==> src/rtl/life_sequencer.sv <==
// -----------------------------------------------------------------------------
// life_sequencer
//
// Generation scheduler for the 8x8 Game-of-Life board datapath. It owns the
// 64-bit board register, loads it from a seed, and commits the externally
// computed next generation on a prescaled tick (RUN) or on demand (PAUSE +
// step). It stops in HALT on extinction, a still life, or the generation limit.
//
// Parameters:
//   TICK_DIV  clock cycles per generation while running (1..65535)
//   MAX_GEN   generation limit that forces HALT; 0 disables the limit
//   GEN_W     width of gen_count
//
// Ports:
//   clk         in   system clock, rising-edge
//   reset       in   asynchronous active-high reset
//   load_seed   in   level: copy seed into board, clear gen_count, go IDLE
//   start       in   level: enter or resume RUN
//   pause       in   level: RUN -> PAUSE
//   step        in   pulse: one commit while paused
//   seed        in   64-bit initial pattern
//   next_board  in   64-bit next generation from the combinational datapath
//   board       out  current board register
//   gen_count   out  generations committed since the last load
//   state       out  IDLE=0, RUN=1, PAUSE=2, HALT=3
//   commit      out  one-cycle pulse following each board update
//   done        out  high exactly while in HALT
// -----------------------------------------------------------------------------
module life_sequencer #(
  parameter int unsigned TICK_DIV = 4,
  parameter int unsigned MAX_GEN  = 255,
  parameter int unsigned GEN_W    = 8
) (
  input  logic             clk,
  input  logic             reset,
  input  logic             load_seed,
  input  logic             start,
  input  logic             pause,
  input  logic             step,
  input  logic [63:0]      seed,
  input  logic [63:0]      next_board,
  output logic [63:0]      board,
  output logic [GEN_W-1:0] gen_count,
  output logic [1:0]       state,
  output logic             commit,
  output logic             done
);

  localparam int unsigned CntW = 16;
  localparam logic [CntW-1:0] TickLast = CntW'(TICK_DIV - 1);

  // Elaboration-time parameter sanity.
  if (TICK_DIV < 1 || TICK_DIV > 65535) begin : g_bad_tick_div
    $error("life_sequencer: TICK_DIV out of range");
  end
  if (GEN_W < 1) begin : g_bad_gen_w
    $error("life_sequencer: GEN_W must be at least 1");
  end

  typedef enum logic [1:0] {
    StIdle  = 2'd0,
    StRun   = 2'd1,
    StPause = 2'd2,
    StHalt  = 2'd3
  } state_e;

  // State registers.
  state_e            r_state;
  logic [63:0]       r_board;
  logic [GEN_W-1:0]  r_gen;
  logic [CntW-1:0]   r_cnt;
  logic              r_commit;
  logic              r_done;

  // Next-state values.
  state_e            w_state_d;
  logic [63:0]       w_board_d;
  logic [GEN_W-1:0]  w_gen_d;
  logic [CntW-1:0]   w_cnt_d;
  logic              w_do_commit;

  // Halt conditions, all judged against pre-commit values.
  logic              w_extinct;
  logic              w_still;
  logic              w_limit;
  logic              w_halt;
  logic [GEN_W-1:0]  w_gen_next;
  logic              w_resume;

  assign w_extinct = (next_board == 64'd0);
  assign w_still   = (next_board == r_board);
  assign w_limit   = (MAX_GEN != 0) && ((32'(r_gen) + 32'd1) == 32'(MAX_GEN));
  assign w_halt    = w_extinct || w_still || w_limit;

  // With a limit in force the count must never wrap; saturate defensively in
  // case MAX_GEN exceeds the counter range. Without a limit it wraps freely.
  assign w_gen_next = ((MAX_GEN != 0) && (&r_gen)) ? r_gen : r_gen + GEN_W'(1);

  // pause has priority over start whenever both are high.
  assign w_resume = start && !pause;

  always_comb begin
    w_state_d   = r_state;
    w_board_d   = r_board;
    w_gen_d     = r_gen;
    w_cnt_d     = r_cnt;
    w_do_commit = 1'b0;

    if (load_seed) begin
      w_state_d = StIdle;
      w_board_d = seed;
      w_gen_d   = '0;
      w_cnt_d   = '0;
    end else begin
      case (r_state)
        StIdle: begin
          if (start) begin
            w_state_d = StRun;
            w_cnt_d   = '0;
          end
        end

        StRun: begin
          if (r_cnt == TickLast) begin
            w_do_commit = 1'b1;
            w_cnt_d     = '0;
          end else begin
            w_cnt_d = r_cnt + CntW'(1);
          end
          if (pause) begin
            w_state_d = StPause;
          end
        end

        StPause: begin
          // A plain step keeps the tick counter parked so that a later resume
          // continues the interrupted period; step+start restarts the period.
          if (step) begin
            w_do_commit = 1'b1;
            if (w_resume) begin
              w_state_d = StRun;
              w_cnt_d   = '0;
            end
          end else if (w_resume) begin
            w_state_d = StRun;
          end
        end

        StHalt: begin
          // Frozen until load_seed or reset.
        end

        default: begin
          w_state_d = StIdle;
        end
      endcase

      if (w_do_commit) begin
        w_board_d = next_board;
        w_gen_d   = w_gen_next;
        // Halt outranks any pause/run transition decided above.
        if (w_halt) begin
          w_state_d = StHalt;
        end
      end
    end
  end

  always_ff @(posedge clk or posedge reset) begin
    if (reset) begin
      r_state  <= StIdle;
      r_board  <= '0;
      r_gen    <= '0;
      r_cnt    <= '0;
      r_commit <= 1'b0;
      r_done   <= 1'b0;
    end else begin
      r_state  <= w_state_d;
      r_board  <= w_board_d;
      r_gen    <= w_gen_d;
      r_cnt    <= w_cnt_d;
      r_commit <= w_do_commit;
      r_done   <= (w_state_d == StHalt);
    end
  end

  assign board     = r_board;
  assign gen_count = r_gen;
  assign state     = r_state;
  assign commit    = r_commit;
  assign done      = r_done;

endmodule

==> config.mk <==
export PLATFORM = sky130hd
export DESIGN_NAME = life_sequencer
export DESIGN_NICKNAME = d
export VERILOG_FILES = /design/src/rtl/life_sequencer.sv
export SDC_FILE = /design/constraint.sdc
export NUM_CORES = 1
export LEC_CHECK = 0
export BUFFER_PORTS_ARGS = -buffer_cell sky130_fd_sc_hd__buf_2
export CAP_MARGIN = 20
export CORE_MARGIN = 2
export CORE_UTILIZATION = 45
export CTS_BUF_LIST = sky130_fd_sc_hd__clkbuf_16
export DETAILED_ROUTE_END_ITERATION = 12
export GPL_TIMING_DRIVEN = 0
export PLACE_DENSITY = 0.74
export SLEW_MARGIN = 20
export SYNTH_ARGS = -nofsm -noshare
export SYNTH_HDL_FRONTEND = slang
export SYNTH_SLANG_ARGS = --single-unit
==> constraint.sdc <==
create_clock -name clk -period 6.62 [get_ports clk]
set_input_delay 0.662 -clock clk [delete_from_list [all_inputs] [get_ports clk]]
set_output_delay 0.662 -clock clk [all_outputs]
set_load 0.05 [all_outputs]
# Word-level counts from Yosys, hierarchy flattened

Index checks and enable logic that the tools add are counted.

$add $sub $neg: 3
Equality and inequality tests: 10
Muxes and demuxes: 23
Reductions and logical operators: 11

Operator list:

| cell                                                             | number |
|---|---|
| 64-bit two-way mux                                               | 2 |
| 16-bit two-way mux                                               | 5 |
| 64-bit == test                                                   | 1 |
| 64-bit zero test                                                 | 1 |
| 16-bit case mux with 3 select lines                              | 1 |
| 8-bit two-way mux                                                | 3 |
| 16-bit by 1-bit adder with 16-bit output, second input constant  | 1 |
| 16-bit by 2-bit == test with 1-bit output, second input constant | 1 |
| 2-bit two-way mux                                                | 6 |
| 8-bit by 1-bit adder with 9-bit output, second input constant    | 1 |
| 9-bit by 8-bit == test with 1-bit output, second input constant  | 1 |
| 3-bit inequality test, second input constant                     | 3 |
| 8-bit by 1-bit adder with 8-bit output, second input constant    | 1 |
| 8-bit AND reduction                                              | 1 |
| 2-bit case mux with 3 select lines                               | 1 |
| 2-bit == test, second input constant                             | 2 |
| 1-bit two-way mux                                                | 4 |
| 4-bit AND reduction                                              | 1 |
| 4-bit nonzero test                                               | 1 |
| 2-bit by 1-bit == test with 1-bit output, second input constant  | 1 |
| 2-bit zero test                                                  | 1 |
| 1-bit logical OR                                                 | 2 |
| 2-bit inequality test, second input constant                     | 1 |
| 1-bit case mux with 2 select lines                               | 1 |
| 4 further kinds                                                  | 4 |

Bits in registers: 92
Input port bits: 134
Word-level logic and storage cells: 53

# Depth between registers and ports, before layout

Gate-level depths: netlist of run 1.

Word-level depth: 8
Gate-level depth with buffers: 9
Mapped depth without buffers: 7

# Worst setup path after synthesis of run 1

No wires, ideal clock.

Kind: reg-to-reg
Start: register r_state[0] (netlist: state[0])
End: register r_cnt[11]
Library setup time: 0.078 ns
Arrival time: 2.228 ns
Data required time: 6.542 ns
Slack: 4.314 ns
Stages on the path, launching flop included: 8
Buffers on the path: 0
Clock period less this slack: 2.306 ns
Cells stage by stage: dfrtp_1 -> inv_1 -> ha_1 -> nor2_1 -> nand2_1 -> and3_1 -> or4_1 -> a21oi_1

Longest elaborated chain between the ends: 3
Elaborated cells on any way between the ends: 10

RTL lines:

| item                                                                              | line | RTL |
|---|---|---|
| start, declared                                                                   | 68   | `state_e r_state;` |
| start signal, assigned                                                            | 171  | `r_state <= StIdle;` |
| start signal, assigned                                                            | 178  | `r_state <= w_state_d;` |
| 2-bit == test, or another cell as far along                                       | 115  | `case (r_state)` |
| 3-bit inequality test (no source line), or another cell as far along              | --   |  |
| 4-bit AND reduction (no source line) / 16-bit two-way mux (equally long branches) | --   |  |
| end signal, assigned                                                              | 181  | `r_cnt <= w_cnt_d;` |
| end, declared                                                                     | 71   | `logic [CntW-1:0] r_cnt;` |

Several ways; a longest one is shown, not always the timed one.
A chain may end at the register's enable or synchronous reset.

# Final worst setup path of run 1

Start: register r_state[0] (netlist: state[0])
End: register r_cnt[9]

Same word-level chain as after synthesis.

==> flow_summary.toml, run 1 <==
[power_and_ir_drop]
p_leak_nw = 3.34
seqPwrFrac = 0.410
netSwitchingFraction = 0.351
p_int_w = 0.00101
p_switching_w = 0.000544
p_comb_frac = 0.257
powerDensity_mw_per_mm2 = 219
total_power_w = 0.00155
peakVddDrop_v = 0.000135
p_clk_frac = 0.333

[clock_tree]
cts.root.buffer_cell = "clkbuf_16"
cts.htree.levels = 3
ctsResizeCount = 0
clock-sinks = 92
cts_tree = "yes"
cts_buffer_depth = 2
clk_latency_ps = 350
cts_hold_buf = 0
clk_pin_slew_worst_paths_ps = 70
cts_buffers = 9
post_cts_buffers = 0

[die]
die_height_um = 115
num_io_pins = 210
rows = 40
dieArea_mm2 = 0.0132
start_util = 0.460
design.core.area_mm2 = 0.0120
die_w_um = 115

[global_route]
grt_overflow_total = 0
grt_max_degree = 59
grt_pass1_wl_um = 29600
antenna_found_initial = 1
grt_usage = 0.297
grt_pass1_vias = 5505

[critical_path]
critical_path_class = "flop to flop"
arrival_ps = 2800
path_max_fanout = 10
path_cells = "inv_1, ha_1, and3b_1, o21ai_1, and3_1, buf_2, nor2_1, a21oi_1"
r2r_cells = 8
max_stage_delay_ps = 470
cp_num_buf_inv = 2
cp_slowest_cell = "o21ai_1"
cp.required_ps = 6890
cp-end-kind = "flop"
rr_startpoint = "state[0]"
cp-start-kind = "flop"
rrSetupSlack_ps = 4090
path_delay_family = "simple AND/OR/NAND/NOR gates"
r2r_end = "r_cnt[9]"

[sta]
period_minus_slack_ps = 2530
fin_setup_tns_ps = 0
finalSetupViolCount = 0
hold_viol = 0
relSlewSlack = 0.470
max_clock_freq_mhz = 394
skew_ps = 8.86
rsz0062_at_grt = "false"
post-route-period-util = 0.383
whs_ps = 298
report.final.slew_viol_count = 0
tightest_slew_ps = 787

[final_layout]
final_cells = 962
syn_to_final_growth_pct = 28.0
final_cell_mix = "buf_2, dfrtp_1, nand2_1"
final_common_cell = "buf_2"
drive_above_1_share = 0.295
fin_util = 0.589
fin_nets = 951

[hold_path]
holdCritPathClass = "input port to async pin"

[placed_design]
placed_cells_incl_taps = 946
port-buffer-count = 209
place_hpwl_um = 15200
place_congestion = 0.913

[synthesis]
synthSimpleGateAreaFrac = 0.183
synth-edff-count = 0
syn-instance-count = 589
syn_area_mm2 = 0.00553
synth-adder-area-share = 0.0158
yosys_most_used_dff = "dfrtp_1"
synth_compound_area_frac = 0.126
synth-seq-cells = 92
synth_top_family_by_area = "simple AND/OR/NAND/NOR gates"
muxShareOfSynthArea = 0.118
ys_seq_area_frac = 0.416
async_flop_share = 1.00
synth_xor_area_frac = 0.109
ys_warn_count = 0
synth_cell_types = 48
synth.avg_cell_area_um2 = 9.39
synth_nets = 730

[run_status]
outcome = "finished, final reports clean"

[drt]
vias = 5535
antenna_left = 0
wire_per_inst_um = 20.2
routed_wl_um = 19400
drc = 0
dr.first_iter.drc_count = 408
drtPass1Iterations = 5
routed_via_density = 5.75

[run]
cap_viol_max_count = 0
state kept, by name, indices dropped and copies added, names as in the netlist:
signal	cells
board	64
r_cnt	16
gen_count	8
state	2
commit	1
done	1
cell families after synthesis:
| family | count (synthesis) |
|---|---|
| XOR/XNOR | 69 |
| AND/OR/NAND/NOR | 195 |
| flip-flops | 92 |
| AO/OA/AOI/OAI | 123 |
| buffers and inverters | 38 |
| multiplexers | 65 |
| adder cells (fa/ha/maj) | 7 |
synth_stat cells, types with 2 or more instances:
cell       number  area, um^2
a31oi_1         4        25.0
a21o_1          3        22.5
inv_1           8        30.0
nand3_1         9        45.0
nand4_1        25         156
nor2b_1         2        12.5
mux2i_1        64         641
ha_1            7        87.6
xnor2_1        68         596
nor4b_1         3        26.3
or4_1           5        37.5
a311oi_1        3        26.3
nand2b_1        3        18.8
o2bb2ai_1       2        17.5
and2_1          2        12.5
a21oi_1        16        80.1
dfrtp_1        92        2300
nor2_1         11        41.3
buf_2           5        25.0
o21ai_0        78         390
and4b_1         2        20.0
and4_1          6        52.6
clkbuf_1       18        67.6
a211oi_1        2        15.0
nor3_1          8        40.0
nand2_1        83         312
buf_4           7        52.6
and3_1          6        37.5
nor4_1         24         150
o31ai_1         5        37.5
through the flow:
| stage | area [um^2] | setup slack (ps) |
|---|---|---|
| 2_1_floorplan | 5530 | 3570 |
| 3_3_place_gp | 6760 | 2360 |
| 3_5_place_dp | 6790 | 3740 |
| 4_1_cts | 7070 | 4100 |
| 5_1_grt | 7070 | 3900 |
| 6_report | 7070 | 4090 |
worst max-delay path by stage:
stage / depth (start not counted) / slack (ps) / from / to
2_1_floorplan: 1 / 3570 / reset / board[0]
3_3_place_gp: 2 / 2360 / reset / board[7]
3_5_place_dp: 6 / 3740 / next_board[33] / done
4_1_cts: 6 / 4100 / next_board[33] / done
5_1_grt: 8 / 3900 / state[0] / r_cnt[7]
6_report: 8 / 4090 / state[0] / r_cnt[9]
power by group through the flow:
stage	Combinational, W	Sequential, W	Clock (W)
after floorplan	0.000119	0.000765	0
after global placement	0.000389	0.000644	0
final	0.000398	0.000636	0.000517
after CTS	0.000398	0.000636	0.000517
after global routing	0.000423	0.000640	0.000543
after detailed placement	0.000396	0.000646	0
per-layer routing:
metal | vias to the layer above | GRT usage | wire, um
li1 | 2580 | - | -
met1 | 2669 | 0.384 | 8060
met2 | 257 | 0.491 | 9380
met3 | 29 | 0.0596 | 1460
met4 | 0 | 0.116 | 548
met5 | - | 0 | 0
area by class of cell:
| type | instances | area, um^2 |
|---|---|---|
| antenna | 1 | 2.50 |
| buffer | 30 | 145 |
| clock buffer | 9 | 225 |
| clock inverter | 6 | 56.3 |
| fill | 1070 | 4940 |
| inverter | 8 | 35.0 |
| multi-input combinational | 459 | 3050 |
| sequential | 92 | 2300 |
| tap | 147 | 184 |
| timing repair buffer | 210 | 1070 |
Power figures use the tool's default switching activity.
==> run 2: changes to the inputs <==
Clock period 6.62 ns to 2.58 ns, I/O delays scaled along.
==> run 2 against run 1 <==
Register-to-register slack got worse by 3800 ps. Clock-buffer cell count unchanged. Cell count increased by 0.42%. Global-route usage decreased by 0.14 points. Worst setup slack got worse by 3800 ps. Hold slack got worse by 190 ps. Critical path depth unchanged. Critical endpoint is now gen_count[4].
==> flow_summary.toml, run 2 (synthesized netlist as in run 1, its figures left out) <==
[run_status]
outcome = "finished, final reports clean"

[final_layout]
syn_to_final_growth_pct = 29.5
design_area_mm2 = 0.00716
drive_above_1_share = 0.300
final_cell_mix = "buf_2, dfrtp_1, nand2_1"
largest_reg_flops = 64
final_common_cell = "buf_2"
fin_nets = 954
fill_cells = 1066

[power_and_ir_drop]
p_leak_nw = 3.39
powerDensity_mw_per_mm2 = 570
peakVddDrop_v = 0.000354

[sta]
post-route-period-util = 0.906
relSlewSlack = 0.458
hold_viol = 0
setup_ws_ps = 243
whs_ps = 109
skew_ps = 7.71
rsz0062_at_grt = "false"
tightest_slew_ps = 805
finalSetupViolCount = 0
period_minus_slack_ps = 2340
fin_setup_tns_ps = 0
report.final.slew_viol_count = 0
max_clock_freq_mhz = 428

[global_route]
grt_max_degree = 33
grt_overflow_total = 0
grt_pass1_wl_um = 29600
grt_pass1_vias = 5518
antenna_found_initial = 0
grt_usage = 0.295

[clock_tree]
cts_buffers = 9
clk_latency_ps = 360
clock-sinks = 92
cts_tree = "yes"
clk_pin_slew_worst_paths_ps = 70
cts.htree.levels = 3
post_cts_buffers = 0
cts_buffer_depth = 2
cts.root.buffer_cell = "clkbuf_16"

[critical_path]
cp_slowest_cell = "dfrtp_1"
cp.required_ps = 2800
rr_startpoint = "r_cnt[0]"
path_max_fanout = 10
max_stage_delay_ps = 390
cp-start-kind = "flop"
cp-end-kind = "flop"
r2r_cells = 8
rrSetupSlack_ps = 240
critical_path_class = "flop to flop"
path_cells = "ha_1, nor4b_1, and4_1, buf_2, a31oi_2, buf_4, o311ai_0, o41ai_1"
r2r_end = "gen_count[4]"
arrival_ps = 2560

[run]
cap_viol_max_count = 0

[placed_design]
pre_cts_ws_ps = 58.6
port-buffer-count = 209
place_congestion = 0.925
place_hpwl_um = 15300
place_area_mm2 = 0.00683

[hold_path]
min_path_cells = 3
min_from = "seed[22]"
holdCritPathClass = "input port to flop"
min_to = "board[22]"

[drt]
routed_wl_um = 19500
dr.first_iter.drc_count = 438
drc = 0
wire_per_inst_um = 20.2
antenna_left = 0
routed_via_density = 5.82
drtPass1Iterations = 5
vias = 5624

[die]
rows = 40
design.core.area_mm2 = 0.0120
num_io_pins = 210
die_w_um = 115
start_util = 0.460
die_height_um = 115
dieArea_mm2 = 0.0132
## run 2: changes by cell type in the layout (fill, tap and decap cells not counted), sizes merged
| cell | delta |
|---|---|
| buf | +2 |
| bufinv | +1 |
| clkinv | -3 |
| clkinvlp | +1 |
| dlygate4sd3 | +1 |
| inv | +2 |
## run 2: worst max path at each step
| stage | to | start |
|---|---|---|
| 2_1_floorplan | r_cnt[11] | state[0] |
| 3_3_place_gp | done | next_board[33] |
| 3_5_place_dp | r_cnt[13] | state[0] |
| 4_1_cts | r_cnt[13] | state[0] |
| 5_1_grt | gen_count[4] | r_cnt[0] |
| 6_report | gen_count[4] | r_cnt[0] |
## run 2: worst max-delay path, delay by kind of cell, from the launching register on
kind            cells  cell delay, ps
compound gates      3             670
fa+ha+maj           1             260
buf+inv             2             410
flops               1             390
simple gates        2             480
## run 2: stage by stage
stage | cells | utilization | total power, W
3_5_place_dp | 948 | 0.569 | 0.00268
4_1_cts | 965 | 0.595 | 0.00409
5_1_grt | 965 | 0.596 | 0.00422
2_1_floorplan | 589 | - | 0.00227
6_report | 966 | 0.596 | 0.00408
3_3_place_gp | 945 | 0.563 | 0.00265
## run 2: repair_timing
action                                  in CTS  in global routing
resized for setup                            0                  3
hold endpoints to repair                    18                  0
hold buffers                                 1                  0
endpoints found under the setup margin       0                 10
## run 2: layout make-up
cell class,count,area [um^2],area share
inverters,8,33.8,0.00472
diodes,1,2.50,0.000349
repair buffers,213,1120,0.157
multi-input cells,459,3060,0.427
flip-flops and latches,92,2300,0.322
plain buffers,30,145,0.0203
clock buffers,9,225,0.0315
clock inverters,7,85.1,0.0119
well taps,147,184,0.0257
## run 2: report_power, final
group / internal [W] / switching [W] / leakage (nW) / total (W)
sequential: 0.00153 / 0.0000969 / 1.17 / 0.00163
clock: 0.000839 / 0.000585 / 0.163 / 0.00142
combinational: 0.000321 / 0.000708 / 2.05 / 0.00103
total: 0.00269 / 0.00139 / 3.39 / 0.00408
## run 2: metal layers
| layer | vias up | routed length [um] | track usage |
|---|---|---|---|
| met5 | - | 0 | 0 |
| met4 | 0 | 540 | 0.105 |
| met3 | 33 | 1350 | 0.0506 |
| met2 | 262 | 9450 | 0.495 |
| met1 | 2745 | 8160 | 0.387 |
| li1 | 2584 | - | - |
